<file path="src/rtl/core_frame_receiver_pkg.sv">
// -----------------------------------------------------------------------------
// core_frame_receiver_pkg
//   Shared definitions for the instruction-load protocol between the Task
//   Scheduler and the per-core frame receivers: frame geometry defaults,
//   the receiver state encoding, and the slice macros that both ends use to
//   locate beats, instruction words and per-core R0 init values.
//   Optional feature macro used by the receiver: CORE_FRAME_RX_CHECK_EN.
// -----------------------------------------------------------------------------
`ifndef CORE_FRAME_RECEIVER_PKG_SV
`define CORE_FRAME_RECEIVER_PKG_SV

// Beat k of a frame inside a flattened frame vector.
`define CFR_BEAT_SLICE(k, bus_w)   ((k)*(bus_w)) +: (bus_w)
// Word j inside a beat or inside a flattened frame (LSB word first).
`define CFR_WORD_SLICE(j, insn_w)  ((j)*(insn_w)) +: (insn_w)
// R0 init value of core c inside the Init_R0 broadcast vector.
`define CFR_R0_SLICE(c, reg_w)     ((c)*(reg_w)) +: (reg_w)

package core_frame_receiver_pkg;

    localparam int CFR_NUM_CORES      = 4;
    localparam int CFR_INSN_LOAD_TIME = 4;
    localparam int CFR_INSN_BUS_W     = 64;
    localparam int CFR_INSN_W         = 16;
    localparam int CFR_CNT_W          = 2;
    localparam int CFR_REG_W          = 8;
    localparam int CFR_NWORDS         = CFR_INSN_LOAD_TIME * CFR_INSN_BUS_W / CFR_INSN_W;

    typedef enum logic [1:0] {
        ST_IDLE  = 2'd0,
        ST_LOAD  = 2'd1,
        ST_RUN   = 2'd2,
        ST_DRAIN = 2'd3
    } cfr_state_e;

    // Number of instruction words carried by one frame.
    function automatic int cfr_nwords(input int load_time, input int bus_w, input int insn_w);
        return load_time * bus_w / insn_w;
    endfunction

endpackage

`endif

</file>
<file path="src/rtl/core_frame_buf.sv">
// -----------------------------------------------------------------------------
// core_frame_buf
//   Frame storage: INSN_LOAD_TIME x INSN_BUS_W register file. One beat write
//   port (indexed by bus beat) and one combinational word read port (indexed
//   by the word position inside the frame). Contents are not reset.
//   Ports:
//     clk       clock
//     we_i      write enable for one beat
//     waddr_i   beat index
//     wdata_i   beat data
//     raddr_i   word index within the frame
//     rdata_o   selected instruction word
// -----------------------------------------------------------------------------
module core_frame_buf
    import core_frame_receiver_pkg::*;
#(
    parameter int INSN_LOAD_TIME = CFR_INSN_LOAD_TIME,
    parameter int INSN_BUS_W     = CFR_INSN_BUS_W,
    parameter int INSN_W         = CFR_INSN_W,
    parameter int CNT_W          = CFR_CNT_W,
    parameter int PC_W           = $clog2(cfr_nwords(INSN_LOAD_TIME, INSN_BUS_W, INSN_W))
) (
    input  logic                  clk,
    input  logic                  we_i,
    input  logic [CNT_W-1:0]      waddr_i,
    input  logic [INSN_BUS_W-1:0] wdata_i,
    input  logic [PC_W-1:0]       raddr_i,
    output logic [INSN_W-1:0]     rdata_o
);

    logic [INSN_BUS_W-1:0]                mem_q [INSN_LOAD_TIME];
    logic [INSN_LOAD_TIME*INSN_BUS_W-1:0] flat_s;

    // Beat write port.
    always_ff @(posedge clk) begin
        if (we_i) begin
            mem_q[waddr_i] <= wdata_i;
        end
    end

    // Flatten beats so that word n sits at bits [n*INSN_W +: INSN_W].
    always_comb begin
        flat_s = '0;
        for (int k = 0; k < INSN_LOAD_TIME; k++) begin
            flat_s[`CFR_BEAT_SLICE(k, INSN_BUS_W)] = mem_q[k];
        end
    end

    assign rdata_o = flat_s[`CFR_WORD_SLICE(raddr_i, INSN_W)];

endmodule

</file>
<file path="src/rtl/core_frame_receiver.sv">
// -----------------------------------------------------------------------------
// core_frame_receiver
//   Core-side end of the Task Scheduler instruction-load protocol. Captures a
//   multi-beat frame while Start[CORE_ID] is high, latches the optional R0
//   init value, then issues the frame's words through a valid/ready fetch
//   port until the pipeline reports core_done.
//   Optional feature (macro CORE_FRAME_RX_CHECK_EN): sticky protocol error
//   detection on err, with strict beat sequencing. Without it err is 0.
//   Ports:
//     clk, reset        clock, synchronous active-high reset
//     start             Start vector (bit CORE_ID used)
//     insn_load_cnt     beat index of insn_data
//     insn_data         frame beat
//     init_r0_vect      per-core R0 init enable
//     init_r0           per-core R0 init values
//     ready             high when a frame may be loaded
//     fetch_valid/insn/pc, fetch_ready   instruction issue handshake
//     core_done         pipeline finished the frame
//     r0_load, r0_value one-cycle R0 write request and its value
//     err               sticky protocol error
// -----------------------------------------------------------------------------
module core_frame_receiver
    import core_frame_receiver_pkg::*;
#(
    parameter int CORE_ID        = 0,
    parameter int NUM_CORES      = CFR_NUM_CORES,
    parameter int INSN_LOAD_TIME = CFR_INSN_LOAD_TIME,
    parameter int INSN_BUS_W     = CFR_INSN_BUS_W,
    parameter int INSN_W         = CFR_INSN_W,
    parameter int CNT_W          = CFR_CNT_W,
    parameter int REG_W          = CFR_REG_W,
    // Derived; not meant to be overridden.
    parameter int NWORDS         = cfr_nwords(INSN_LOAD_TIME, INSN_BUS_W, INSN_W),
    parameter int PC_W           = $clog2(NWORDS)
) (
    input  logic                       clk,
    input  logic                       reset,
    input  logic [NUM_CORES-1:0]       start,
    input  logic [CNT_W-1:0]           insn_load_cnt,
    input  logic [INSN_BUS_W-1:0]      insn_data,
    input  logic [NUM_CORES-1:0]       init_r0_vect,
    input  logic [NUM_CORES*REG_W-1:0] init_r0,
    output logic                       ready,
    output logic                       fetch_valid,
    output logic [INSN_W-1:0]          fetch_insn,
    output logic [PC_W-1:0]            fetch_pc,
    input  logic                       fetch_ready,
    input  logic                       core_done,
    output logic                       r0_load,
    output logic [REG_W-1:0]           r0_value,
    output logic                       err
);

    // Beat counter holds up to INSN_LOAD_TIME, hence one extra bit.
    localparam int                 BCNT_W          = CNT_W + 1;
    localparam logic [BCNT_W-1:0]  BEATS_PER_FRAME = BCNT_W'(INSN_LOAD_TIME);
    localparam logic [PC_W-1:0]    PC_LAST         = PC_W'(NWORDS - 1);

    cfr_state_e        state_q, state_d;
    logic              ready_q, ready_d;
    logic              fetch_valid_q, fetch_valid_d;
    logic [PC_W-1:0]   fetch_pc_q, fetch_pc_d;
    logic              r0_load_q, r0_load_d;
    logic              r0_en_q, r0_en_d;
    logic [REG_W-1:0]  r0_value_q, r0_value_d;
    logic [BCNT_W-1:0] beat_cnt_q, beat_cnt_d;

    logic              st_s;
    logic              r0_en_in_s;
    logic [REG_W-1:0]  r0_in_s;
    logic              buf_we_s;
    logic              beat_ok_s;
    logic              run_enter_s;
    logic              go_idle_s;
    logic              proto_err_s;
    logic [INSN_W-1:0] rd_word_s;
    logic              unused_ok_s;

    assign st_s        = start[CORE_ID];
    assign r0_en_in_s  = init_r0_vect[CORE_ID];
    assign r0_in_s     = init_r0[`CFR_R0_SLICE(CORE_ID, REG_W)];
    assign unused_ok_s = ^{start, init_r0_vect, init_r0, proto_err_s};

    core_frame_buf #(
        .INSN_LOAD_TIME (INSN_LOAD_TIME),
        .INSN_BUS_W     (INSN_BUS_W),
        .INSN_W         (INSN_W),
        .CNT_W          (CNT_W),
        .PC_W           (PC_W)
    ) u_buf (
        .clk     (clk),
        .we_i    (buf_we_s),
        .waddr_i (insn_load_cnt),
        .wdata_i (insn_data),
        .raddr_i (fetch_pc_q),
        .rdata_o (rd_word_s)
    );

    // Next-state and output-register logic for the load/run FSM.
    always_comb begin
        state_d       = state_q;
        ready_d       = ready_q;
        fetch_valid_d = fetch_valid_q;
        fetch_pc_d    = fetch_pc_q;
        r0_load_d     = 1'b0;
        r0_en_d       = r0_en_q;
        r0_value_d    = r0_value_q;
        beat_cnt_d    = beat_cnt_q;
        buf_we_s      = 1'b0;
        beat_ok_s     = 1'b0;
        run_enter_s   = 1'b0;
        go_idle_s     = 1'b0;
        proto_err_s   = 1'b0;

        case (state_q)
            ST_IDLE: begin
                if (st_s) begin
`ifdef CORE_FRAME_RX_CHECK_EN
                    beat_ok_s   = (insn_load_cnt == {CNT_W{1'b0}});
                    proto_err_s = !beat_ok_s;
`else
                    beat_ok_s   = 1'b1;
`endif
                end else begin
                    beat_ok_s   = 1'b0;
                end
                if (beat_ok_s) begin
                    buf_we_s   = 1'b1;
                    r0_en_d    = r0_en_in_s;
                    r0_value_d = r0_in_s;
                    beat_cnt_d = BCNT_W'(1);
                    if (BCNT_W'(1) == BEATS_PER_FRAME) begin
                        run_enter_s = 1'b1;
                    end else begin
                        state_d = ST_LOAD;
                    end
                end else begin
                    state_d = ST_IDLE;
                end
            end
            ST_LOAD: begin
                if (!st_s) begin
                    // Start withdrawn before the last beat: discard the frame.
                    go_idle_s = 1'b1;
`ifdef CORE_FRAME_RX_CHECK_EN
                    proto_err_s = 1'b1;
`endif
                end else begin
`ifdef CORE_FRAME_RX_CHECK_EN
                    // Beats written so far equals the index expected next.
                    beat_ok_s   = (insn_load_cnt == beat_cnt_q[CNT_W-1:0]);
                    proto_err_s = !beat_ok_s;
`else
                    beat_ok_s   = 1'b1;
`endif
                    if (beat_ok_s) begin
                        buf_we_s   = 1'b1;
                        beat_cnt_d = beat_cnt_q + BCNT_W'(1);
                        if (beat_cnt_d == BEATS_PER_FRAME) begin
                            run_enter_s = 1'b1;
                        end else begin
                            state_d = ST_LOAD;
                        end
                    end else begin
                        go_idle_s = 1'b1;
                    end
                end
            end
            ST_RUN: begin
`ifdef CORE_FRAME_RX_CHECK_EN
                proto_err_s = st_s;
`endif
                // core_done wins over a simultaneous handshake.
                if (core_done) begin
                    go_idle_s = 1'b1;
                end else if (fetch_valid_q && fetch_ready) begin
                    if (fetch_pc_q == PC_LAST) begin
                        fetch_valid_d = 1'b0;
                        state_d       = ST_DRAIN;
                    end else begin
                        fetch_pc_d = fetch_pc_q + PC_W'(1);
                    end
                end else begin
                    state_d = ST_RUN;
                end
            end
            ST_DRAIN: begin
`ifdef CORE_FRAME_RX_CHECK_EN
                proto_err_s = st_s;
`endif
                if (core_done) begin
                    go_idle_s = 1'b1;
                end else begin
                    state_d = ST_DRAIN;
                end
            end
            default: begin
                go_idle_s = 1'b1;
            end
        endcase

        if (run_enter_s) begin
            state_d       = ST_RUN;
            ready_d       = 1'b0;
            fetch_valid_d = 1'b1;
            fetch_pc_d    = {PC_W{1'b0}};
            r0_load_d     = r0_en_d;
        end else if (go_idle_s) begin
            state_d       = ST_IDLE;
            ready_d       = 1'b1;
            fetch_valid_d = 1'b0;
            fetch_pc_d    = {PC_W{1'b0}};
            beat_cnt_d    = {BCNT_W{1'b0}};
        end else begin
            beat_cnt_d    = beat_cnt_d;
        end
    end

    // State and output registers.
    always_ff @(posedge clk) begin
        if (reset) begin
            state_q       <= ST_IDLE;
            ready_q       <= 1'b1;
            fetch_valid_q <= 1'b0;
            fetch_pc_q    <= {PC_W{1'b0}};
            r0_load_q     <= 1'b0;
            r0_en_q       <= 1'b0;
            r0_value_q    <= {REG_W{1'b0}};
            beat_cnt_q    <= {BCNT_W{1'b0}};
        end else begin
            state_q       <= state_d;
            ready_q       <= ready_d;
            fetch_valid_q <= fetch_valid_d;
            fetch_pc_q    <= fetch_pc_d;
            r0_load_q     <= r0_load_d;
            r0_en_q       <= r0_en_d;
            r0_value_q    <= r0_value_d;
            beat_cnt_q    <= beat_cnt_d;
        end
    end

`ifdef CORE_FRAME_RX_CHECK_EN
    logic err_q;

    // Sticky protocol error, cleared only by reset.
    always_ff @(posedge clk) begin
        if (reset) begin
            err_q <= 1'b0;
        end else begin
            err_q <= err_q | proto_err_s;
        end
    end

    assign err = err_q;
`else
    assign err = 1'b0;
`endif

    assign ready       = ready_q;
    assign fetch_valid = fetch_valid_q;
    assign fetch_pc    = fetch_pc_q;
    // Word read is combinational from the buffer; forced to 0 when nothing is issued.
    assign fetch_insn  = fetch_valid_q ? rd_word_s : {INSN_W{1'b0}};
    assign r0_load     = r0_load_q;
    assign r0_value    = r0_value_q;

endmodule

</file>
<file path="config.mk">
export PLATFORM = sky130hd
export DESIGN_NAME = core_frame_receiver
export DESIGN_NICKNAME = d
export VERILOG_FILES = /design/src/rtl/core_frame_receiver_pkg.sv /design/src/rtl/core_frame_buf.sv /design/src/rtl/core_frame_receiver.sv
export SDC_FILE = /design/constraint.sdc
export NUM_CORES = 1
export LEC_CHECK = 0
export BUFFER_PORTS_ARGS = -buffer_cell sky130_fd_sc_hd__buf_2
export CORE_MARGIN = 3
export CORE_UTILIZATION = 35
export DETAILED_ROUTE_END_ITERATION = 10
export SETUP_SLACK_MARGIN = 0.5
export SYNTH_ARGS = -nofsm -noshare
export SYNTH_HDL_FRONTEND = slang
export SYNTH_SLANG_ARGS = --single-unit
</file>
<file path="constraint.sdc">
create_clock -name clk -period 5.45 [get_ports clk]
set_input_delay 0.2725 -clock clk [delete_from_list [all_inputs] [get_ports clk]]
set_output_delay 0.2725 -clock clk [all_outputs]
set_load 0.02 [all_outputs]
</file>
==> flow_summary.html <==
<table>
<tr><th>Metric</th><th>Value</th></tr>
<tr><th colspan="2">Cells and area</th></tr>
<tr><td>Area added between synthesis and finish</td><td>23.9%</td></tr>
<tr><td>Layout fillers</td><td>2602</td></tr>
<tr><td>Share of cells above drive strength 1</td><td>27.8%</td></tr>
<tr><td>Area occupied by multi-input gates</td><td>2430 um2</td></tr>
<tr><td>Fin nets</td><td>864</td></tr>
<tr><td>Number of inserted diodes</td><td>0</td></tr>
<tr><td>Number of non-filler instances in the completed layout</td><td>1163</td></tr>
<tr><td>Finished Core Util</td><td>44.4%</td></tr>
<tr><td>Combined flip-flop and latch cell area</td><td>8110 um2</td></tr>
<tr><th colspan="2">Global route</th></tr>
<tr><td>Total track usage</td><td>14.0%</td></tr>
<tr><td>Overall overflow remaining after global route</td><td>0</td></tr>
<tr><td>Maximum number of pins on one net before global-route repair</td><td>65</td></tr>
<tr><td>First-pass GRT wire length</td><td>36.0 mm</td></tr>
<tr><td>Vias in the first global route</td><td>6321</td></tr>
<tr><td>Initial antenna violation count</td><td>0</td></tr>
<tr><th colspan="2">Placement</th></tr>
<tr><td>HPWL reported at the end of detailed placement</td><td>13.5 mm</td></tr>
<tr><td>Placed insts</td><td>1037</td></tr>
<tr><td>Weighted congestion reported at the end of routability-driven placement</td><td>0.792</td></tr>
<tr><td>Port Buf Inserts</td><td>110</td></tr>
<tr><th colspan="2">Logic synthesis</th></tr>
<tr><td>Largest cells by area after synthesis</td><td>sky130_fd_sc_hd__edfxtp_1 72%, sky130_fd_sc_hd__mux4_2 9.9%, sky130_fd_sc_hd__mux2i_1 4.8%</td></tr>
<tr><td>Area fraction in and, or, nand and nor cells after synthesis</td><td>3.35%</td></tr>
<tr><td>Most used standard cell by instance count after synthesis</td><td>sky130_fd_sc_hd__edfxtp_1</td></tr>
<tr><td>Average size of a mapped cell</td><td>19.2 um2</td></tr>
<tr><td>Count of warnings emitted by yosys</td><td>0</td></tr>
<tr><td>Count of different cell masters after synthesis</td><td>38</td></tr>
<tr><td>Netlist area before placement</td><td>10700 um2</td></tr>
<tr><td>Most numerous cell types in the synthesized netlist</td><td>256 x sky130_fd_sc_hd__edfxtp_1, 51 x sky130_fd_sc_hd__mux2i_1, 47 x sky130_fd_sc_hd__mux4_2</td></tr>
<tr><td>Number of synthesized register bits</td><td>277</td></tr>
<tr><td>Xor/xnor cell area share of the yosys netlist</td><td>0.326%</td></tr>
<tr><td>Net count after synthesis</td><td>674</td></tr>
<tr><td>Share of async-settable or async-resettable flops after synthesis</td><td>0%</td></tr>
<tr><td>Area share of the leading cell type in the synthesized netlist</td><td>71.6%</td></tr>
<tr><td>Compound-gate portion of the synthesized area</td><td>3.54%</td></tr>
<tr><td>Multiplexer fraction of the synthesized cell area</td><td>14.6%</td></tr>
<tr><td>Seq/Total Area, Yosys</td><td>75.5%</td></tr>
<tr><td>Number of synthesized flops with an enable pin</td><td>256</td></tr>
<tr><td>Adder-cell area share of the yosys netlist</td><td>0.466%</td></tr>
<tr><td>Cell count after synthesis</td><td>560</td></tr>
<tr><td>Top cell type by total area after synthesis</td><td>sky130_fd_sc_hd__edfxtp_1</td></tr>
<tr><td>Leading register cell type out of synthesis</td><td>sky130_fd_sc_hd__edfxtp_1</td></tr>
<tr><td>Largest family of logic cells by synthesized area</td><td>multiplexers</td></tr>
<tr><th colspan="2">Routing</th></tr>
<tr><td>Total wirelength of the detailed-routed design</td><td>23.1 mm</td></tr>
<tr><td>Per-cell via count in the routed design</td><td>4.93</td></tr>
<tr><td>Post-route DRC</td><td>0</td></tr>
<tr><td>DRC marker count from the first detailed-route iteration</td><td>450</td></tr>
<tr><td>Wirelength per Cell</td><td>19.9 um</td></tr>
<tr><td>1st-pass router iterations</td><td>5</td></tr>
<tr><td>Number of antenna-violating nets in the routed design</td><td>0</td></tr>
<tr><td>Routed via count</td><td>5728</td></tr>
<tr><th colspan="2">STA</th></tr>
<tr><td>Unrepaired setup endpoints after global routing</td><td>false</td></tr>
<tr><td>Number of hold-slack violations in the final timing report</td><td>0</td></tr>
<tr><td>Setup clock skew after layout</td><td>21.5 ps</td></tr>
<tr><td>Highest clock frequency the design can meet</td><td>285 MHz</td></tr>
<tr><td>Final setup violation count</td><td>0</td></tr>
<tr><td>Final-report max-slew violation count</td><td>0</td></tr>
<tr><td>Final critical-path share of the clock period</td><td>64.4%</td></tr>
<tr><td>Relative slew margins</td><td>19.0%</td></tr>
<tr><td>Clock period minus worst slack</td><td>3510 ps</td></tr>
<tr><td>Measured slew at the worst slew-check pin</td><td>1210 ps</td></tr>
<tr><td>Final sum of negative setup slack</td><td>0 ps</td></tr>
<tr><th colspan="2">Worst setup path</th></tr>
<tr><td>Timing startpoint of the critical path</td><td>fetch_pc[2]</td></tr>
<tr><td>Crit path kind</td><td>flip-flop to output port</td></tr>
<tr><td>R2R cell count</td><td>4</td></tr>
<tr><td>CP Launch Type</td><td>flip-flop</td></tr>
<tr><td>Required time of the critical path</td><td>5180 ps</td></tr>
<tr><td>Launching point of the worst reg2reg path</td><td>state_q[1]</td></tr>
<tr><td>CP max-delay cell</td><td>sky130_fd_sc_hd__clkinv_1</td></tr>
<tr><td>Critical Path Sink</td><td>fetch_insn[14]</td></tr>
<tr><td>Maximum net fanout on the critical path</td><td>24</td></tr>
<tr><td>Register-to-register setup slack</td><td>2690 ps</td></tr>
<tr><td>Buffers plus inverters on the worst setup path</td><td>2</td></tr>
<tr><td>Number of cells on the critical path</td><td>4</td></tr>
<tr><td>Arrival time reported for the critical path endpoint</td><td>3240 ps</td></tr>
<tr><td>Critical path cell sequence</td><td>clkinv_1, o21ai_0, o21ai_1, buf_2</td></tr>
<tr><td>Critical Path Sink Type</td><td>output port</td></tr>
<tr><td>CP delay by family, top</td><td>buffers and inverters</td></tr>
<tr><td>Critical R2R Capture</td><td>u_buf.mem_q[2][63]</td></tr>
<tr><td>Crit path largest cell delay</td><td>1020 ps</td></tr>
<tr><th colspan="2">Floorplanning</th></tr>
<tr><td>Number of placement rows</td><td>63</td></tr>
<tr><td>Die height</td><td>181 um</td></tr>
<tr><td>Placeable core area</td><td>30000 um2</td></tr>
<tr><td>Floorplan die area</td><td>32800 um2</td></tr>
<tr><td>Initial Utilization</td><td>35.9%</td></tr>
<tr><td>I/O pin count</td><td>142</td></tr>
<tr><td>Die outline width</td><td>181 um</td></tr>
<tr><th colspan="2">Clock network</th></tr>
<tr><td>CTS tree</td><td>done</td></tr>
<tr><td>TritonCTS Buffers</td><td>29</td></tr>
<tr><td>Number of buffers inserted to repair setup after CTS</td><td>0</td></tr>
<tr><td>Total of cells resized after clock tree synthesis</td><td>0</td></tr>
<tr><td>Clock root buffer master</td><td>sky130_fd_sc_hd__clkbuf_16</td></tr>
<tr><td>CTS Sinks</td><td>277</td></tr>
<tr><td>H-tree level count</td><td>1</td></tr>
<tr><td>Clock tree buffer depth</td><td>3</td></tr>
<tr><td>Worst-skew pair later-pin latency</td><td>560 ps</td></tr>
<tr><td>Clock transition at the registers of the reported paths</td><td>60 ps</td></tr>
<tr><th colspan="2">Power</th></tr>
<tr><td>Peak supply drop</td><td>0.240 mV</td></tr>
<tr><td>Leakage power</td><td>4.41 nW</td></tr>
<tr><td>Total design power</td><td>4.57 mW</td></tr>
<tr><td>Power per Cell Area</td><td>343 nW/um2</td></tr>
<tr><th colspan="2">Outcome</th></tr>
<tr><td>Outcome</td><td>completed</td></tr>
<tr><th colspan="2">Job</th></tr>
<tr><td>Number of maximum-capacitance violations</td><td>0</td></tr>
<tr><th colspan="2">Min path</th></tr>
<tr><td>Hold/Removal Path Class</td><td>primary input to flip-flop</td></tr>
</table>
## tightest hold or removal path, stage by stage
cell and delay [ps]:
sky130_fd_sc_hd__buf_2 80, sky130_fd_sc_hd__mux2i_1 80, sky130_fd_sc_hd__nor2_1 80
## layer usage
metal  routed length [um]  GRT usage [%]  up-vias  part of all wire, %
met2                11500           24.0      144                   50
met4                  529           3.84        0                  2.3
li1                     -              -     2637                    -
met1                 9880           18.3     2912                   43
met3                 1170           2.62       35                  5.0
met5                    0              0        -                    0
## layout by cell type, fill, tap and decap left out, types with 4 or more instances in the layout
| cell type | Yosys | final |
|---|---|---|
| sky130_fd_sc_hd__clkbuf_1 | 6 | 8 |
| sky130_fd_sc_hd__mux4_2 | 47 | 47 |
| sky130_fd_sc_hd__nor2_1 | 23 | 21 |
| sky130_fd_sc_hd__mux2i_1 | 51 | 51 |
| sky130_fd_sc_hd__o22ai_1 | 15 | 15 |
| sky130_fd_sc_hd__nand2_1 | 37 | 37 |
| sky130_fd_sc_hd__buf_2 | 13 | 110 |
| sky130_fd_sc_hd__a21oi_1 | 13 | 13 |
| sky130_fd_sc_hd__a22oi_1 | 15 | 15 |
| sky130_fd_sc_hd__ha_1 | 4 | 4 |
| sky130_fd_sc_hd__clkinv_2 | 0 | 4 |
| sky130_fd_sc_hd__dlygate4sd3_1 | 0 | 72 |
| sky130_fd_sc_hd__buf_4 | 2 | 7 |
| sky130_fd_sc_hd__dfxtp_1 | 21 | 18 |
| sky130_fd_sc_hd__clkbuf_16 | 0 | 29 |
| sky130_fd_sc_hd__clkinv_1 | 1 | 7 |
| sky130_fd_sc_hd__o21ai_1 | 4 | 4 |
| sky130_fd_sc_hd__nand3_1 | 4 | 4 |
| sky130_fd_sc_hd__o21ai_0 | 10 | 10 |
| sky130_fd_sc_hd__edfxtp_1 | 256 | 256 |
## per-stage QoR
step	area (um2)	hold slack, ps	setup slack (ps)
floorplan	10700	352	1490
global placement	11700	433	2560
detailed placement	11700	453	2530
CTS	13300	10.3	1940
global route	13300	36.5	1710
finish	13300	22.0	1940
## flip-flops by register name (all words and copies together), names as in the netlist
name         cells
beat_cnt_q       3
fetch_pc         4
r0_value         8
u_buf.mem_q    256
fetch_valid      1
r0_load          1
ready            1
state_q          2
r0_en_q          1
## worst min path at each step
| stage | startpoint | end | slack, ps | depth (start not counted) |
|---|---|---|---|---|
| after detailed placement | ready | ready | 450 | 2 |
| after floorplan | reset | r0_load | 350 | 1 |
| final | init_r0_vect[0] | r0_en_q | 20 | 3 |
| after global placement | ready | ready | 430 | 2 |
| after CTS | init_r0_vect[0] | r0_en_q | 10 | 3 |
| after global routing | init_r0_vect[0] | r0_en_q | 40 | 3 |
## power by group
part | switching (mW) | leakage [nW] | total [mW] | internal [mW]
clock | 0.787 | 0.453 | 1.91 | 1.13
combinational | 0.102 | 1.43 | 0.197 | 0.0948
sequential | 0.0278 | 2.52 | 2.46 | 2.43
total | 0.916 | 4.41 | 4.57 | 3.65
## cells by family after synthesis
logic type,count (synthesis)
xor gates and xnor gates,4
buffers and inverters,33
DFF,277
muxes,98
AOI/OAI and AO/OA,62
and+or+nand+nor,81
adders and majority gates,4
other,1
## area by class of cell
cell class	count	area share (%)
inverters	3	0.0846
repair buffers	189	9.95
clock buffers	37	5.68
well taps	390	3.67
flip-flops and latches	277	61.0
multi-input cells	250	18.3
clock inverters	17	1.34
## timing repair
action	4_1_cts	5_1_grt
setup endpoints to repair	0	0
hold buffers	72	0
endpoints found under the hold margin	264	0
Note: power is estimated with default switching activity, not from simulation.
